File: src/rtl/stopwatch_datapath.sv
// stopwatch_datapath: centisecond time base and run/stop/clear stopwatch chain (hh:mm:ss.cc).
// Define STOPWATCH_LAP_HOLD_EN to add the i_lap output-freeze (lap hold) feature.
module stopwatch_datapath #(
  parameter int CLK_FREQ = 100_000_000,
  parameter int TICK_HZ  = 100
) (
  input  logic       clk,
  input  logic       reset,
  input  logic       i_run_stop,
  input  logic       i_clear,
  input  logic       i_lap,
  output logic [6:0] msec,
  output logic [6:0] sec,
  output logic [6:0] min,
  output logic [4:0] hour,
  output logic       o_running
);
  localparam int DIV = CLK_FREQ / TICK_HZ;
  localparam int TW  = $clog2(DIV);
  typedef enum logic [1:0] {IDLE, RUN, STOP} state_t;
  state_t state, state_next;
  logic [TW-1:0] cnt;
  logic [6:0] ms, s, m;
  logic [4:0] h;
  logic tick;
  always_comb begin
    state_next = state;
    case (state)
      IDLE:    state_next = i_run_stop ? RUN : IDLE;
      RUN:     state_next = i_run_stop ? STOP : RUN;
      STOP:    state_next = i_clear ? IDLE : i_run_stop ? RUN : STOP;
      default: state_next = IDLE;
    endcase
  end
  assign tick = (state == RUN) && (cnt == TW'(DIV - 1));
  // IDLE always holds a zeroed time base, so entry to IDLE and staying there both clear
  always_ff @(posedge clk) begin
    if (!reset) begin
      state     <= IDLE;
      o_running <= 1'b0;
      cnt       <= '0;
      ms        <= '0;
      s         <= '0;
      m         <= '0;
      h         <= '0;
    end else begin
      state     <= state_next;
      o_running <= state_next == RUN;
      if (state_next == IDLE) begin
        cnt <= '0;
        ms  <= '0;
        s   <= '0;
        m   <= '0;
        h   <= '0;
      end else if (state == RUN) begin
        cnt <= tick ? '0 : cnt + 1'b1;
        if (tick) begin
          ms <= (ms == 7'd99) ? '0 : ms + 7'd1;
          if (ms == 7'd99) begin
            s <= (s == 7'd59) ? '0 : s + 7'd1;
            if (s == 7'd59) begin
              m <= (m == 7'd59) ? '0 : m + 7'd1;
              if (m == 7'd59) h <= (h == 5'd23) ? '0 : h + 5'd1;
            end
          end
        end
      end
    end
  end
`ifdef STOPWATCH_LAP_HOLD_EN
  logic hold;
  logic [6:0] ms_snap, s_snap, m_snap;
  logic [4:0] h_snap;
  // snapshot captures the value displayed when the lap is pressed; the live chain keeps counting
  always_ff @(posedge clk) begin
    if (!reset || state_next == IDLE) begin
      hold <= 1'b0;
    end else if (i_lap && state == RUN) begin
      hold <= !hold;
      if (!hold) begin
        ms_snap <= ms;
        s_snap  <= s;
        m_snap  <= m;
        h_snap  <= h;
      end
    end
  end
  assign msec = hold ? ms_snap : ms;
  assign sec  = hold ? s_snap : s;
  assign min  = hold ? m_snap : m;
  assign hour = hold ? h_snap : h;
`else
  logic unused_lap;
  assign unused_lap = i_lap;
  assign msec = ms;
  assign sec  = s;
  assign min  = m;
  assign hour = h;
`endif
endmodule

File: config.mk
export PLATFORM = sky130hd
export DESIGN_NAME = stopwatch_datapath
export DESIGN_NICKNAME = d
export VERILOG_FILES = /design/src/rtl/stopwatch_datapath.sv
export SDC_FILE = /design/constraint.sdc
export NUM_CORES = 1
export LEC_CHECK = 0
export ABC_AREA = 1
export CAP_MARGIN = 40
export CORE_ASPECT_RATIO = 1.5
export CORE_UTILIZATION = 59
export CTS_BUF_LIST = sky130_fd_sc_hd__clkbuf_2
export DETAILED_ROUTE_END_ITERATION = 10
export GPL_TIMING_DRIVEN = 0
export PLACE_DENSITY = 0.88
export SYNTH_ARGS = -nofsm -noshare
export SYNTH_HDL_FRONTEND = slang
export SYNTH_SLANG_ARGS = --single-unit
File: constraint.sdc
create_clock -name clk -period 1.83 [get_ports clk]
set_clock_uncertainty 0.2 [all_clocks]
set_input_delay 0.366 -clock clk [delete_from_list [all_inputs] [get_ports clk]]
set_output_delay 0.366 -clock clk [all_outputs]
set_load 0.005 [all_outputs]
==> flow_metrics.tcl <==
set metrics [dict create \
    status "complete, but fails checks" \
    violations "negative setup slack" \
    rows 31 \
    powerDensity_nw_per_um2 427.0 \
    seqCellArea_um2 1062 \
    wl_met1_um 3225 \
    synthCells 445 \
    setup.worst_path.class "flip-flop to flip-flop" \
    slew_headroom_pct 73.42 \
    ir_drop_mv 0.3368 \
    grt_pass1_vias 3086 \
    nNetsFinal 535 \
    vias 3404 \
    dp_hpwl_um 5168 \
    wirelength_um 9111 \
    syn_to_final_growth_pct 29.91 \
    insertion_delay_ns 0.47 \
    grt_pass1_wl_um 12540 \
    h-tree-depth 2 \
    critPathCaptureType "flip-flop" \
    yosysTopAreaCell "dfxtp_1" \
    path_clk_slew_ns 0.27 \
    grt_overflow 0 \
    cts_buffers 5 \
    drc 0 \
    crit_required_ns 2.00 \
    routed_via_density 5.750 \
    grt_setup_unrepaired "yes" \
    die_area_um2 5465 \
    ys_seq_area_share_pct 32.17 \
    first_pass_iters 5 \
    power_w 0.001691 \
    yosys_warnings 0 \
    cp_max_fo 6 \
    start_util_pct 62.39 \
    hold_class "flip-flop to flip-flop" \
    p_leak_nw 1.764 \
    die_y_um 90.05 \
    ys_types 36 \
    postCtsHoldBufs 0 \
    clock_path_buffers 2 \
    fmax_mhz 537.7 \
    grtUsageTotal_pct 29.70 \
    drt-initial-drc-count 216 \
    cp-start-kind "flip-flop" \
    drv_cap 0 \
    grt_max_degree 14 \
    routedWlPerCell_um 15.39 \
    fillers 315 \
    slew_violations 0 \
    drive_gt1_share_pct 30.67 \
    clock_sinks 49 \
    worstMarginPinSlew_ns 0.3983 \
    cts_root_buffer "clkbuf_2" \
    setup_viol 1 \
    grt_antenna_before_repair 1 \
    syn_area_um2 3049 \
    synthArstFlopShare_pct 0 \
    post-route-period-util_pct 101.6 \
    top_layer_used "met4" \
    coreArea_um2 4887 \
    synth.most_common_cell "nand2_1" \
    met2_length_um 4803 \
    multi_input_area_um2 1844 \
    port_buffers 30 \
    synth-edff-count 0 \
    yosys.area.top_type_share_pct 32.17 \
    syn-num-nets 455 \
    pre_cts_slack_ns -0.3176 \
    syn_avg_cell_area_um2 6.852 \
    synth_commonest_cells "nand2_1 (112), nor2_1 (69), dfxtp_1 (49)" \
    finalWorstSetupSlack_ns -0.02966 \
    gp_congestion 0.8720 \
    ys_top_cells_by_area "dfxtp_1 (32%), nand2_1 (14%), nor2_1 (8.5%)" \
    cp.arrival_ns 2.03 \
    ys_ff_latch 49 \
    ios 32 \
    layout_min_cycle_time_ns 1.860 \
    drtAntennaViolNets 0 \
    die_w_um 60.70 \
    cts_tree "done" \
    final_hold_viol_count 0 \
    synth_ff_type "dfxtp_1" \
    utilization_pct 81.05 \
    wl_met3_um 465 \
]
kinds of logic after synthesis:
logic type | after synthesis | synth area share [%]
buf+inv | 66 | 10.22
fa+ha+maj | 5 | 2.052
simple gates | 283 | 46.90
xor+xnor | 10 | 2.872
flops | 49 | 32.17
compound gates | 32 | 5.786
per-layer routing:
| layer | track usage (%) | vias to the layer above |
|---|---|---|
| met4 | 19.51 | 0 |
| met1 | 27.20 | 1605 |
| li1 | - | 1570 |
| met2 | 54.30 | 156 |
| met5 | 0 | - |
| met3 | 6.619 | 73 |
worst max-delay path, cell delays in order (launching register included):
cell and delay, ns:
dfxtp_4 0.43, ha_4 0.14, nand2_2 0.07, nor2_4 0.12, nand2_4 0.09, nor2_8 0.19, buf_8 0.14, buf_4 0.10
nand3_1 0.10, nand2_1 0.10, a21oi_1 0.07
report_power, final:
part | internal (W) | switching (W)
Clock | 0.0000888 | 0.000352
Sequential | 0.00106 | 0.00000905
Combinational | 0.0000680 | 0.000115
Total | 0.00122 | 0.000476
path summary, 6_finish.rpt:
kind,slack [ns],from,depth (start not counted),end
setup reg to reg,-0.03,sec[1]$_SDFFE_PP0P_,10,min[2]$_SDFFE_PP0P_
hold / removal,0.33,cnt[16]$_SDFFE_PP0N_,2,cnt[16]$_SDFFE_PP0N_
hold reg to reg,0.33,cnt[16]$_SDFFE_PP0N_,2,cnt[16]$_SDFFE_PP0N_
setup / recovery,-0.03,sec[1]$_SDFFE_PP0P_,10,min[2]$_SDFFE_PP0P_
placed cells by master, fill, tap and decap left out, types with 9 or more instances in the layout:
| cell type | instances |
|---|---|
| nand2_1 | 109 |
| nor2_1 | 65 |
| inv_1 | 48 |
| buf_4 | 40 |
| nand3_1 | 33 |
| dlygate4sd2_1 | 27 |
| a21oi_1 | 20 |
| dfxtp_2 | 20 |
| dfxtp_4 | 15 |
| nor2_2 | 14 |
| dfxtp_1 | 14 |
| nor3_1 | 11 |
| nand2_2 | 10 |
| inv_2 | 9 |
| nand4_1 | 9 |
stage by stage:
| step | instance area (um^2) | cells | TNS [ns] | hold WS [ns] |
|---|---|---|---|---|
| after floorplan | 3049 | 445 | 0 | 0.2696 |
| after global placement | 3432 | 541 | -8.447 | 0.2865 |
| after detailed placement | 3432 | 541 | -9.323 | 0.2981 |
| after CTS | 3715 | 576 | 0 | 0.3186 |
| after global routing | 3961 | 592 | -0.5918 | 0.3671 |
| final | 3961 | 592 | -0.02966 | 0.3289 |
final cells by class:
type                    count  share of cell area (%)
diodes                      1                 0.06317
plain buffers               8                   2.369
clock buffers               6                  0.7581
clock inverters             1                 0.09476
inverters                  58                   5.527
multi-input cells         330                   46.56
flip-flops and latches     49                   26.82
well taps                  66                   2.085
repair buffers             73                   15.73
sequential cells by signal (all words and copies together), names as in the netlist:
name       cells
hour           5
state          2
sec            7
msec           7
min            7
cnt           20
o_running      1
repair_timing:
action / CTS / global route
endpoints found under the setup margin: 57 / 39
resized for setup: 70 / 29
setup buffers: 28 / 15
gates cloned: 0 / 1
pin swaps: 2 / 17
Note: power is estimated with default switching activity, not from simulation.
